<file path="src/rtl/usr_pkg.sv">
// Shared definitions for the serial frame receiver: FSM state encoding and parity helper.
package usr_pkg;

   typedef enum logic [1:0] {
      IDLE = 2'd0,
      DATA = 2'd1,
      PAR  = 2'd2,
      STOP = 2'd3
   } state_t;

   localparam int PAR_W = 32;

   // Parity bit a transmitter would send for word; callers zero-extend narrower words.
   function automatic logic par_calc(input logic [PAR_W-1:0] word, input logic odd);
      return (^word) ^ odd;
   endfunction

endpackage

</file>
<file path="src/rtl/rx_out_buf.sv">
// One-entry valid/ready holding register; a new word is dropped (overrun pulse) while the
// buffered word is still pending and not being accepted on the same edge.
module rx_out_buf #(
   parameter int W = 5
) (
   input  logic         clk,
   input  logic         rst,
   input  logic         load,
   input  logic [W-1:0] din,
   input  logic         ready,
   output logic [W-1:0] dout,
   output logic         valid,
   output logic         overrun
);

   always_ff @(posedge clk or negedge rst) begin
      if (!rst) begin
         dout    <= '0;
         valid   <= 1'b0;
         overrun <= 1'b0;
      end else begin
         overrun <= 1'b0;
         if (load) begin
            if (!valid || ready) begin
               dout  <= din;
               valid <= 1'b1;
            end else begin
               overrun <= 1'b1;
            end
         end else if (valid && ready) begin
            valid <= 1'b0;
         end
      end
   end

endmodule

</file>
<file path="src/rtl/serial_frame_rx.sv">
// Serial frame receiver: start bit, n data bits LSB-first, parity, stop; good words are
// handed to a one-entry valid/ready buffer together with their parity-error flag.
module serial_frame_rx
   import usr_pkg::*;
#(
   parameter int n          = 4,
   parameter bit PARITY_ODD = 1'b0
) (
   input  logic         clk,
   input  logic         rst,
   input  logic         bit_en,
   input  logic         ser_in,
   input  logic         ready,
   output logic [n-1:0] data,
   output logic         valid,
   output logic         par_err,
   output logic         frame_err,
   output logic         overrun,
   output logic         busy
);

   localparam int CNT_W = $clog2(n);

   state_t           state;
   logic [CNT_W-1:0] cnt;
   logic [n-1:0]     sreg;
   logic             pbit;
   logic             load;
   logic             par_bad;
   logic [n:0]       buf_q;

   // A good stop bit loads the buffer on the very edge that samples it.
   assign load    = bit_en && (state == STOP) && ser_in;
   assign par_bad = (pbit != par_calc(PAR_W'(sreg), PARITY_ODD));

   always_ff @(posedge clk or negedge rst) begin
      if (!rst) begin
         state     <= IDLE;
         cnt       <= '0;
         sreg      <= '0;
         pbit      <= 1'b0;
         frame_err <= 1'b0;
         busy      <= 1'b0;
      end else begin
         frame_err <= 1'b0;
         if (bit_en) begin
            case (state)
               IDLE: begin
                  if (!ser_in) begin
                     state <= DATA;
                     cnt   <= '0;
                     busy  <= 1'b1;
                  end
               end
               DATA: begin
                  sreg[cnt] <= ser_in;
                  if (cnt == CNT_W'(n - 1)) begin
                     state <= PAR;
                  end else begin
                     cnt <= cnt + CNT_W'(1);
                  end
               end
               PAR: begin
                  pbit  <= ser_in;
                  state <= STOP;
               end
               STOP: begin
                  // A low stop bit is a framing error, never a fresh start bit.
                  frame_err <= !ser_in;
                  state     <= IDLE;
                  busy      <= 1'b0;
               end
               default: begin
                  state <= IDLE;
                  busy  <= 1'b0;
               end
            endcase
         end
      end
   end

   rx_out_buf #(
      .W(n + 1)
   ) u_out_buf (
      .clk    (clk),
      .rst    (rst),
      .load   (load),
      .din    ({par_bad, sreg}),
      .ready  (ready),
      .dout   (buf_q),
      .valid  (valid),
      .overrun(overrun)
   );

   assign data    = buf_q[n-1:0];
   assign par_err = buf_q[n];

endmodule
</file>
<file path="config.mk">
export PLATFORM = sky130hd
export DESIGN_NAME = serial_frame_rx
export DESIGN_NICKNAME = d
export VERILOG_FILES = /design/src/rtl/usr_pkg.sv /design/src/rtl/rx_out_buf.sv /design/src/rtl/serial_frame_rx.sv
export SDC_FILE = /design/constraint.sdc
export NUM_CORES = 1
export LEC_CHECK = 0
export CAP_MARGIN = 15
export CORE_MARGIN = 2
export CORE_UTILIZATION = 50
export CTS_CLUSTER_SIZE = 24
export DETAILED_ROUTE_END_ITERATION = 8
export PLACE_DENSITY = 0.71
export SYNTH_ARGS = -nofsm -noshare
export SYNTH_HDL_FRONTEND = slang
export SYNTH_SLANG_ARGS = --single-unit
</file>
<file path="constraint.sdc">
create_clock -name clk -period 1.8 [get_ports clk]
set_input_delay 0.18 -clock clk [delete_from_list [all_inputs] [get_ports clk]]
set_output_delay 0.18 -clock clk [all_outputs]
set_load 0.005 [all_outputs]
</file>
Word-level counts from Yosys, hierarchy flattened
Cells that the tools add are included.
{ "totals": {"out_inout_bits": 9, "in_bits": 5, "regBits": 18} }
{ "classes": {"magnitude_cmp": 2, "mux": 18, "reduce_logical": 19, "eq_ne": 9, "add_sub_neg": 1} }
{ "op_table": {"columns": ["cell", "count"], "rows": [
  ["XOR reduction 32 bit", 1],
  ["2-to-1 mux 1 bit", 9],
  ["2-to-1 mux 2 bit", 4],
  ["case mux 2 bit (4 select lines)", 1],
  ["AND reduction 2 bit", 4],
  ["equality test 2 bit, second input constant", 3],
  ["!= test 2 bit, second input constant", 3],
  ["AND reduction 3 bit", 2],
  ["nonzero test 2 bit", 3],
  ["bitwise mux 4 bit", 1],
  ["logical AND 1 bit", 4],
  ["case mux 2 bit (2 select lines)", 1],
  ["AND reduction 4 bit", 1],
  ["< comparator 2 x 3 -> 1 bit, second input constant", 1],
  ["adder 2 x 1 -> 2 bit, second input constant", 1],
  ["demux 1 bit (select 2 bit)", 1],
  ["equality test 2 x 1 -> 1 bit, second input constant", 1],
  ["greater-or-equal comparator 2 x 1 -> 1 bit, second input constant", 1],
  ["logical NOT 1 bit", 2],
  ["logical NOT 2 bit", 1],
  ["!= test 2 x 1 -> 1 bit, second input constant", 1],
  ["case mux 1 bit (2 select lines)", 1],
  ["logical OR 1 bit", 1],
  ["!= test 1 bit", 1]
]} }

Depth between registers and ports, before layout
{ "logic_depth": {"depth_word": 5, "ltp_mapped": 6} }

Cells and area by module
Synthesis repeated with hierarchy kept, for this count alone.
{ "hier_totals": {"cells_unflattened": 73, "hier_area_um2": 940.9} }
{ "modules_own_cells": {"columns": ["module", "seq_area_each_um2", "area_per_inst_um2", "cells_per_inst", "instances"], "rows": [
  ["serial_frame_rx", 275.3, 654.4, 56, 1],
  ["rx_out_buf", 175.2, 286.5, 17, 1]
]} }

Worst setup path before layout
OpenSTA, ideal clock, no wires.
{ "synth_path": {"path_type": "register -> register", "from": "register state[0]", "to": "register cnt[0]", "path_slack_ns": 0.344, "t_arrival_ns": 1.330, "synth_period_minus_slack_ns": 1.456, "stages_incl_launch_ff": 6, "setup_time_ns": 0.126, "path_cell_list": "dfrtp_1 inv_1 ha_1 a21boi_4 o21ai_2 a221o_1"} }
{ "synth_via": {"elab_chain_len": 3, "word_cells_on_any_way": 7} }
{ "synth_rtl": {"columns": ["element", "line", "rtl"], "rows": [
  ["from (decl)", "serial_frame_rx.sv:24", "state_t state;"],
  ["from (signal assigned)", "serial_frame_rx.sv:38", "state <= IDLE;"],
  ["from (signal assigned)", "serial_frame_rx.sv:50", "state <= DATA;"],
  ["from (signal assigned)", "serial_frame_rx.sv:58", "state <= PAR;"],
  ["equality test 2 x 1 -> 1 bit / logical NOT 2 bit (equally long branches)", "serial_frame_rx.sv:47", "case (state)"],
  ["!= test 2 bit (no source line) / nonzero test 2 bit (equally long branches)", null, null],
  ["AND reduction 4 bit (no source line)", null, null],
  ["to (signal assigned)", "serial_frame_rx.sv:60", "cnt <= cnt + CNT_W'(1);"],
  ["to (decl)", "serial_frame_rx.sv:25", "logic [CNT_W-1:0] cnt;"]
]} }
Parallel ways exist; a longest one is shown, timed or not.
A chain may end at the register's enable or synchronous reset.

Worst setup path after layout
{ "layout_path": {"from": "register state[1]", "to": "register state[1]"} }
{ "layout_via": {"elab_chain_len": 3, "word_cells_on_any_way": 8} }
{ "layout_rtl": {"columns": ["element", "line"], "rows": [
  ["equality test 2 x 1 -> 1 bit / logical NOT 2 bit (equally long branches)", "serial_frame_rx.sv:47"],
  ["!= test 2 bit (no source line)", null],
  ["AND reduction 3 bit (no source line)", null]
]} }
Parallel ways exist; a longest one is shown, timed or not.

==> impl_metrics.yaml <==
cts:
  htreeDepth: 1
  clkTransAtPathRegs_ns: 0.11
  cts_tree: "done"
  clock_latency_ns: 0.28
  clockBufferDepth: 2
  cts_made_buffers: 3
  cts_sinks: 18
  cts_hold_buf: 0
  post-cts-setup-buffers: 0
  cts_resized: 0
  ctsRootBufferMaster: "clkbuf_4"
synth:
  synth_cells: 74
  synth-edff-count: 0
  ys_top_cells_by_area: "dfrtp_1 (47%), ha_1 (12%), mux2_4 (9.4%), mux2_1 (3.5%), nand3_1 (2.6%)"
  yosys.cell_count.top_type: "dfrtp_1"
  yosysSeqAreaShare: 0.4718
  yosysWarningCount: 0
  post-synth-top-area-cell: "dfrtp_1"
  avgSynthCellArea_um2: 12.90
  synth_fp_nets: 88
  synth_commonest_cells: "dfrtp_1 (18), ha_1 (9), mux2_4 (6), nand3_1 (5)"
  yosys.area.top_type_share: 0.4718
  synth_cell_types: 26
  synthesis.area_um2: 954.7
  async_flop_share: 1.000
  synth_ff_type: "dfrtp_1"
  ys_ff_latch: 18
global_route:
  grt_pass1_vias: 597
  grt_pass1_wl_mm: 2.594
  met1_usage: 0.2104
  grt-ovfl-total: 0
  antenna_found_initial: 0
  grt_use_met2: 0.2747
  top_usage_layer: "met2"
  grt_use_met3: 0.02264
  grtUsageTotal: 0.1654
  grt_max_degree: 19
cells_and_area:
  nets: 108
  diodes: 0
  drive_gt1_frac: 0.2258
  fill_cells: 156
  syn2layout_area_growth_pct: 22.54
  instances_no_fill: 118
sta:
  fin_setup_tns_ns: 0
  rsz0062_at_grt: "no"
  fin_skew_ns: 0.007692
  tightest_slew_ns: 0.3311
  slew_headroom: 0.7793
  fin_crit_ns: 1.603
  fmax_ghz: 0.6238
  setup_viol: 0
  drv_slew: 0
  fin_crit_sh: 0.8907
  hold_viol: 0
floorplanning:
  die_y_um: 47.70
  coreArea_mm2: 0.001764
  die-area_mm2: 0.002275
  rows: 15
  io_pins: 14
  die_x_um: 47.70
  start_util: 0.5411
job:
  maxCapViolCount: 0
critical_path:
  endpoint: "state[1]"
  timing.rr.start: "state[1]"
  crit_required_ns: 1.98
  critPathLaunch: "state[1]"
  critical_path.endpoint_type: "flip-flop"
  r2r_slack_ns: 0.20
  path_max_fanout: 9
  cp_slowest_cell: "dfrtp_1"
  worst-endpoint-arrival_ns: 1.79
  path_cells: "inv_1 > ha_1 > nand2b_1 > nand2_2 > mux2_4"
  r2r_end: "state[1]"
  cp-start-kind: "flip-flop"
  max_stage_delay_ns: 0.44
  path_class: "reg2reg"
  r2r_cells: 5
placed_design:
  io_buffers: 13
  gp_congestion: 0.6627
  place_inst: 114
  dp_hpwl_mm: 1.150
outcome:
  status: "completed"
worst_hold_path:
  hp-class: "in2async"
pwr:
  powerDensity_mw_per_mm2: 1556
  leakage_nw: 0.5616
  vdd_drop_max_uv: 748.6
drt:
  route.detailed.drc: 0
  detail-route-antenna-nets: 0
  vias_per_cell: 5.025
  vias: 593
  drtIter0Drc: 11
  detail_route.wl_per_cell_um: 12.78
  dr.pass1.iters: 4
  drt_wl_total_mm: 1.508
[report_power, final]
part	leakage, nW	total [W]	internal, W	switching, W
clock network	0.0210	0.000244	0.000123	0.000121
registers	0.226	0.000708	0.000576	0.000132
logic	0.314	0.000868	0.000528	0.000340
[worst max-delay path, delay by kind of cell (launching register included)]
family                   cells  cell delay (ns)
buffers and inverters        1             0.12
AND/OR/NAND/NOR              2             0.29
adder cells (fa/ha/maj)      1             0.36
multiplexers                 1             0.29
flip-flops                   1             0.44
[cell type report]
cell class	instances	area (um2)	area share
clock buffers	4	36.28	0.03102
inverters	4	15.01	0.01283
multi-input cells	50	476.7	0.4075
flip-flops and latches	18	450.4	0.3850
well taps	25	31.28	0.02674
repair buffers	17	160.2	0.1369
[how the worst min path moves through the flow]
stage	start	end	slack (ns)	cells after the start
2_1_floorplan	rst	busy	-0.12	0
3_3_place_gp	u_out_buf.dout[2]	u_out_buf.dout[2]	0.50	1
3_5_place_dp	u_out_buf.dout[2]	u_out_buf.dout[2]	0.49	1
4_1_cts	rst	u_out_buf.dout[4]	0.22	2
5_1_grt	rst	u_out_buf.dout[3]	0.24	2
6_report	rst	pbit	0.22	2
[layer usage]
metal | up-vias | share of wire
met2 | 14 | 0.48
li1 | 288 | -
met4 | 0 | 0.013
met3 | 2 | 0.048
met5 | - | 0
met1 | 289 | 0.46
[kinds of logic after synthesis]
group           count (synthesis)  share of synthesized area
flops                          18                     0.4718
compound gates                  7                    0.06685
mux                            12                     0.1638
xor+xnor                        3                    0.04194
fa+ha+maj                       9                     0.1180
buf+inv                         6                    0.02883
simple gates                   19                     0.1088
[per-stage QoR]
| stage | hold WS [ns] | utilization | worst slack (ns) | area, um2 | power (W) |
|---|---|---|---|---|---|
| 4_1_cts | 0.2153 | 0.6631 | 0.2063 | 1170 | 0.001846 |
| 5_1_grt | 0.2366 | 0.6631 | 0.07131 | 1170 | 0.001971 |
| 3_3_place_gp | 0.4981 | 0.6426 | 0.2561 | 1134 | 0.001560 |
| 3_5_place_dp | 0.4936 | 0.6426 | 0.2038 | 1134 | 0.001597 |
| 6_report | 0.2182 | 0.6631 | 0.1968 | 1170 | 0.001820 |
| 2_1_floorplan | -0.1156 | - | 0.3444 | 954.7 | 0.001290 |
[cell usage in the layout (no fill, tap or decap), drive strengths merged]
| master | n |
|---|---|
| nor2b | 1 |
| o221ai | 1 |
| nor2 | 4 |
| a221o | 1 |
| ha | 9 |
| xor2 | 1 |
| mux2 | 11 |
| dfrtp | 18 |
| nand2 | 5 |
| nand3 | 6 |
| o21ai | 1 |
| xnor3 | 1 |
| buf | 4 |
| mux2i | 1 |
| clkbuf | 4 |
| and3 | 1 |
| nand2b | 2 |
| inv | 4 |
| a21oi | 2 |
| a21boi | 1 |
| xnor2 | 1 |
| o21a | 1 |
| clkdlybuf4s50 | 13 |
[registers in the layout, summed over array words and instances, names as in the netlist]
| register | flops |
|---|---|
| u_out_buf.dout | 5 |
| cnt | 2 |
| pbit | 1 |
| u_out_buf.valid | 1 |
| u_out_buf.overrun | 1 |
| frame_err | 1 |
| state | 2 |
| busy | 1 |
| sreg | 4 |
Note: power is estimated with default switching activity, not from simulation.
